## src/rtl/pkg_hamming.sv

```systemverilog
// Shared definitions for the SECDED (8,4) word layout [p0,i3,i2,i1,c2,i0,c1,c0].
package pkg_hamming;

   localparam int ANCHO_PALABRA = 8;
   localparam int ANCHO_DATOS   = 4;

   // Bit positions inside the received word
   localparam int BIT_C0 = 0;
   localparam int BIT_C1 = 1;
   localparam int BIT_I0 = 2;
   localparam int BIT_C2 = 3;
   localparam int BIT_I1 = 4;
   localparam int BIT_I2 = 5;
   localparam int BIT_I3 = 6;
   localparam int BIT_P0 = 7;

   typedef enum logic [1:0] {
      SIN_ERROR,
      ERROR_SIMPLE,
      ERROR_DOBLE
   } tipo_error_e;

   // Pull the four data bits {i3,i2,i1,i0} out of a codeword
   function automatic logic [ANCHO_DATOS-1:0] extraer_datos(input logic [ANCHO_PALABRA-1:0] palabra);
      return {palabra[BIT_I3], palabra[BIT_I2], palabra[BIT_I1], palabra[BIT_I0]};
   endfunction

endpackage

```

## src/rtl/modulo_detector_error.sv

```systemverilog
// SECDED detector: Hamming syndrome over positions 1..7 plus overall parity check.
// sindrome_o is the 1-based position of a single flipped bit among bits 0..6.
module modulo_detector_error
   import pkg_hamming::*;
(
   input  logic [ANCHO_PALABRA-1:0] datos_i,
   output logic [2:0]               sindrome_o,
   output logic                     error_doble_o,
   output logic                     bit_error_o
);

   logic pg;

   assign sindrome_o[0] = datos_i[BIT_C0] ^ datos_i[BIT_I0] ^ datos_i[BIT_I1] ^ datos_i[BIT_I3];
   assign sindrome_o[1] = datos_i[BIT_C1] ^ datos_i[BIT_I0] ^ datos_i[BIT_I2] ^ datos_i[BIT_I3];
   assign sindrome_o[2] = datos_i[BIT_C2] ^ datos_i[BIT_I1] ^ datos_i[BIT_I2] ^ datos_i[BIT_I3];

   // Odd overall parity means an odd number of flips: treated as one correctable bit
   assign pg            = ^datos_i;
   assign bit_error_o   = pg;
   assign error_doble_o = (sindrome_o != 3'd0) && !pg;

endmodule

```

## src/rtl/modulo_corrector_error.sv

```systemverilog
// SECDED corrector: classifies and fixes the received word, registers the result
// behind a valid/ready output stage and keeps saturating error statistics.
//
// Handshake: a word transfers in when entrada_valida && entrada_lista, and the
// result transfers out when salida_valida && salida_lista. entrada_lista is
// !salida_valida || salida_lista, so the single output register refills in the
// same cycle it drains; while stalled every output field holds its value.
module modulo_corrector_error
   import pkg_hamming::*;
#(
   parameter int ANCHO_CONT = 8
)(
   input  logic                     clk,
   input  logic                     rst_n,
   input  logic                     entrada_valida,
   output logic                     entrada_lista,
   input  logic [ANCHO_PALABRA-1:0] datos_recibidos,
   output logic                     salida_valida,
   input  logic                     salida_lista,
   output logic [ANCHO_PALABRA-1:0] palabra_corregida,
   output logic [ANCHO_DATOS-1:0]   datos_corregidos,
   output logic [2:0]               sindrome_reg,
   output logic                     error_simple,
   output logic                     error_doble,
   output logic [2:0]               posicion_error,
   input  logic                     borrar_cont,
   output logic [ANCHO_CONT-1:0]    cont_simples,
   output logic [ANCHO_CONT-1:0]    cont_dobles
);

   logic [2:0]               sindrome;
   logic                     det_doble;
   logic                     det_bit_error;
   logic                     pg_local;
   logic                     acepta;

   tipo_error_e              tipo_d;
   logic [ANCHO_PALABRA-1:0] palabra_d;
   logic [2:0]               pos_d;

   logic                     valido_q;
   logic [ANCHO_PALABRA-1:0] palabra_q;
   logic [2:0]               sindrome_q;
   logic                     simple_q;
   logic                     doble_q;
   logic [2:0]               pos_q;
   logic [ANCHO_CONT-1:0]    cont_s_q, cont_s_d;
   logic [ANCHO_CONT-1:0]    cont_d_q, cont_d_d;

   modulo_detector_error u_detector (
      .datos_i       (datos_recibidos),
      .sindrome_o    (sindrome),
      .error_doble_o (det_doble),
      .bit_error_o   (det_bit_error)
   );

   // Overall parity recomputed here; agrees with the detector's own flags
   assign pg_local = ^datos_recibidos;

   assign entrada_lista = !valido_q || salida_lista;
   assign acepta        = entrada_valida && entrada_lista;

   // Classify the incoming word and build its corrected version
   always_comb begin
      tipo_d    = SIN_ERROR;
      palabra_d = datos_recibidos;
      pos_d     = 3'd0;
      if (det_doble) begin
         tipo_d = ERROR_DOBLE;
      end else if ((sindrome != 3'd0) || pg_local) begin
         tipo_d = ERROR_SIMPLE;
         // A zero syndrome with odd parity can only be the overall parity bit
         if (det_bit_error && (sindrome == 3'd0)) begin
            pos_d = 3'(BIT_P0);
         end else begin
            pos_d = sindrome - 3'd1;
         end
         palabra_d[pos_d] = ~palabra_d[pos_d];
      end
   end

   // Next values of the statistics counters: clear wins, then saturating increment
   always_comb begin
      cont_s_d = cont_s_q;
      cont_d_d = cont_d_q;
      if (borrar_cont) begin
         cont_s_d = '0;
         cont_d_d = '0;
      end else if (acepta) begin
         if ((tipo_d == ERROR_SIMPLE) && (cont_s_q != {ANCHO_CONT{1'b1}}))
            cont_s_d = cont_s_q + ANCHO_CONT'(1);
         if ((tipo_d == ERROR_DOBLE) && (cont_d_q != {ANCHO_CONT{1'b1}}))
            cont_d_d = cont_d_q + ANCHO_CONT'(1);
      end
   end

   // Output register: load on input transfer, drop valid once consumed
   always_ff @(posedge clk) begin
      if (!rst_n) begin
         valido_q   <= 1'b0;
         palabra_q  <= '0;
         sindrome_q <= '0;
         simple_q   <= 1'b0;
         doble_q    <= 1'b0;
         pos_q      <= '0;
      end else if (acepta) begin
         valido_q   <= 1'b1;
         palabra_q  <= palabra_d;
         sindrome_q <= sindrome;
         simple_q   <= (tipo_d == ERROR_SIMPLE);
         doble_q    <= (tipo_d == ERROR_DOBLE);
         pos_q      <= pos_d;
      end else if (salida_lista) begin
         valido_q   <= 1'b0;
      end
   end

   // Statistics counter registers
   always_ff @(posedge clk) begin
      if (!rst_n) begin
         cont_s_q <= '0;
         cont_d_q <= '0;
      end else begin
         cont_s_q <= cont_s_d;
         cont_d_q <= cont_d_d;
      end
   end

   assign salida_valida     = valido_q;
   assign palabra_corregida = palabra_q;
   assign datos_corregidos  = extraer_datos(palabra_q);
   assign sindrome_reg      = sindrome_q;
   assign error_simple      = simple_q;
   assign error_doble       = doble_q;
   assign posicion_error    = pos_q;
   assign cont_simples      = cont_s_q;
   assign cont_dobles       = cont_d_q;

endmodule

```

## config.mk

```make
export PLATFORM = sky130hd
export DESIGN_NAME = modulo_corrector_error
export DESIGN_NICKNAME = d
export VERILOG_FILES = /design/src/rtl/pkg_hamming.sv /design/src/rtl/modulo_detector_error.sv /design/src/rtl/modulo_corrector_error.sv
export SDC_FILE = /design/constraint.sdc
export NUM_CORES = 1
export LEC_CHECK = 0
export BUFFER_PORTS_ARGS = -buffer_cell sky130_fd_sc_hd__buf_4
export CORE_ASPECT_RATIO = 0.7
export CORE_MARGIN = 4
export CORE_UTILIZATION = 56
export CTS_CLUSTER_DIAMETER = 80
export DETAILED_ROUTE_END_ITERATION = 16
export PLACE_DENSITY = 0.84
export SLEW_MARGIN = 20
export SYNTH_ARGS = -nofsm -noshare
export SYNTH_HDL_FRONTEND = slang
export SYNTH_HIERARCHICAL = 1
export SYNTH_SLANG_ARGS = --single-unit
export TNS_END_PERCENT = 100
```

## constraint.sdc

```tcl
create_clock -name clk -period 6.91 [get_ports clk]
set_clock_uncertainty 0.1 [all_clocks]
set_input_delay 2.073 -clock clk [delete_from_list [all_inputs] [get_ports clk]]
set_output_delay 2.073 -clock clk [all_outputs]
set_load 0.01 [all_outputs]
```

==> impl_metrics.env <==
export IMPL_postCtsSetupRepairBufs=0
export IMPL_slew_headroom=0.3484
export IMPL_status="complete, no violations"
export IMPL_cp_max_fo=12
export IMPL_netlist_area_leader_share=0.3471
export IMPL_yosysTopAreaCell="dfxtp_1"
export IMPL_min_from="sindrome_reg[1]"
export IMPL_power_leakage_nw=0.9535
export IMPL_drive_gt1_frac=0.2226
export IMPL_cellInternalPower_mw=0.3942
export IMPL_irDropWorstVdd_mv=0.1566
export IMPL_fin_nets=290
export IMPL_grt_usage=0.2363
export IMPL_dp_slack_ps=1611
export IMPL_p_sw_frac=0.3284
export IMPL_worst_pin_slew_ps=970.5
export IMPL_antennaDiodeCount=0
export IMPL_die_y_um=56.78
export IMPL_fillers=251
export IMPL_start_util=0.5925
export IMPL_r2r_slack_ps=4660
export IMPL_worstPathRequired_ps=6980
export IMPL_clk_pin_slew_ps=70
export IMPL_syn_inst=231
export IMPL_syn2layout_area_growth_pct=24.98
export IMPL_drv_slew=0
export IMPL_clockPowerShare=0.322
export IMPL_vias=1880
export IMPL_insertion_delay_ps=290
export IMPL_place_hpwl_um=3641
export IMPL_core_area_um2=3212
export IMPL_period_minus_slack_ps=5107
export IMPL_ys_warn_count=6
export IMPL_crit_type="in2reg"
export IMPL_gp_congestion=0.8821
export IMPL_async_flop_share=0
export IMPL_first_pass_iters=5
export IMPL_synth_mux_area_frac=0.02235
export IMPL_p_seq_frac=0.363
export IMPL_hold_viol=0
export IMPL_yosys_area_share_adder=0.02630
export IMPL_ys_ff_latch=33
export IMPL_avgSynthCellArea_um2=8.238
export IMPL_yosysSeqAreaShare=0.3471
export IMPL_synth_compound_area_frac=0.1834
export IMPL_combPwrFrac=0.315
export IMPL_start_kind="primary input"
export IMPL_synth_cell_type_count=46
export IMPL_synth_edff_count=0
export IMPL_netlist_top_cells_area="dfxtp_1 35%, xnor2_1 9.2%, nand2_1 5.7%"
export IMPL_timing_setup_tns_ps=0
export IMPL_rr_endpoint="cont_simples[6]"
export IMPL_antenna_left=0
export IMPL_htree_num_levels=2
export IMPL_portBuffers=50
export IMPL_synthXorXnorAreaFrac=0.1282
export IMPL_r2r_cells=5
export IMPL_setup_slack_ps=1803
export IMPL_postCtsHoldBufs=0
export IMPL_netlist_area_um2=1903
export IMPL_endpoint_kind="flop"
export IMPL_rsz0062_at_grt="false"
export IMPL_final_cell_mix="50 x buf_4, 33 x dfxtp_1, 29 x nand2_1"
export IMPL_grt_antenna_before_repair=0
export IMPL_p_sw_mw=0.1927
export IMPL_ios=51
export IMPL_cts_resized=0
export IMPL_grt_max_degree=21
export IMPL_die_area_um2=4410
export IMPL_timing_rr_start="salida_valida"
export IMPL_die_width_um=77.68
export IMPL_fin_crit_sh=0.7391
export IMPL_final_common_cell="buf_4"
export IMPL_synthFlopType="dfxtp_1"
export IMPL_drv_cap=0
export IMPL_cts_root_buf="clkbuf_8"
export IMPL_numCtsBuffers=5
export IMPL_drc_errors=0
export IMPL_cp_arrival_ps=5180
export IMPL_gr_total_overflow=0
export IMPL_grt_first_pass_wirelength_um=8376
export IMPL_clock_sinks=33
export IMPL_rows=17
export IMPL_synthSimpleGateAreaFrac=0.2373
export IMPL_wl_um=4997
export IMPL_synth_top_family_by_area="simple AND/OR/NAND/NOR gates"
export IMPL_min_path_type="reg2reg"
export IMPL_routed_via_density=5.857
export IMPL_power_density_nw_per_um2=246.8
export IMPL_wl_per_cell_um=15.57
export IMPL_clock_tree_buffer_depth=2
export IMPL_syn_nets=248
export IMPL_setup_viol=0
export IMPL_cts_tree="yes"
export IMPL_grt_pass1_vias=1712
export IMPL_drtIter0Drc=210
export IMPL_hold_depth=2
export IMPL_max_freq_ghz=0.1958
export IMPL_min_to="sindrome_reg[1]"
[cells in the mapped netlist, types with 2 or more instances]
cell,n
nand4_1,6
buf_2,2
a221o_1,4
ha_1,4
a21boi_0,5
a211oi_1,2
or3_1,2
nand2b_1,3
o311ai_0,2
o31ai_1,2
nor2b_1,4
and2_1,5
nor3_1,4
a2111oi_0,3
nand2_1,29
buf_1,2
xnor2_1,20
clkbuf_1,6
mux2i_1,2
a21oi_1,9
nand3_1,15
inv_1,8
nor2_1,16
and3_1,3
buf_4,4
nor3b_1,2
xor2_1,6
dfxtp_1,33
o311a_1,4
o21ai_0,8
[worst max path at each step]
| stage | from | endpoint | slack [ps] | depth (start not counted) |
|---|---|---|---|---|
| final | datos_recibidos[6] | palabra_corregida[3] | 1800 | 11 |
| after detailed placement | datos_recibidos[6] | palabra_corregida[3] | 1610 | 11 |
| after global placement | datos_recibidos[6] | palabra_corregida[3] | 1770 | 11 |
| after global routing | datos_recibidos[6] | palabra_corregida[3] | 1610 | 11 |
| after CTS | datos_recibidos[6] | palabra_corregida[3] | 1890 | 11 |
| after floorplan | datos_recibidos[2] | palabra_corregida[3] | 2280 | 11 |
[power groups by stage]
stage | Combinational, mW | Sequential (mW) | Clock (mW)
6_report | 0.185 | 0.213 | 0.189
5_1_grt | 0.202 | 0.215 | 0.199
4_1_cts | 0.181 | 0.213 | 0.191
3_5_place_dp | 0.179 | 0.217 | 0
3_3_place_gp | 0.177 | 0.217 | 0
2_1_floorplan | 0.119 | 0.222 | 0
[worst max-delay path, stage by stage]
cell and delay, ps:
buf_4 140, xor2_2 180, xnor2_1 780, inv_1 270, ha_1 350, a211oi_1 290, nor2_1 130, nor3_1 270
nand2_1 120, a32o_1 260, a311o_1 310
[layer usage]
layer  vias up  wire (um)  GRT usage
met5         -          0          0
met4         0         59    0.07614
met3        11        462    0.05929
met2       101       2162     0.3305
met1       866       2313     0.3490
li1        902          -          -
[cell type report]
class | count | area [um2] | share of cell area
Inverter | 8 | 30.03 | 0.01262
Multi-Input combinational cell | 175 | 1137 | 0.4782
Clock inverter | 1 | 30.03 | 0.01262
Tap cell | 47 | 58.81 | 0.02472
Sequential cell | 33 | 660.6 | 0.2777
Timing Repair Buffer | 50 | 375.4 | 0.1578
Clock buffer | 7 | 86.33 | 0.03630
[metrics by stage]
step                hold slack (ps)  cells  power (mW)  utilization  cell area [um2]
finish                        362.1    321      0.5869       0.7406             2379
global route                  381.5    321      0.6160       0.7406             2379
CTS                           365.8    321      0.5853       0.7406             2379
detailed placement            356.3    313      0.3966       0.7043             2262
global placement              349.6    313      0.3940       0.7043             2262
floorplan                     378.3    231      0.3407            -             1903
[cell families (layout without fill, tap and decap cells)]
group / Yosys count / after routing
simple gates: 93 / 93
compound gates: 48 / 48
flops: 33 / 33
xor+xnor: 27 / 27
buf+inv: 23 / 66
fa+ha+maj: 4 / 4
mux: 3 / 3
No activity file was read; power rests on OpenSTA's default activity.
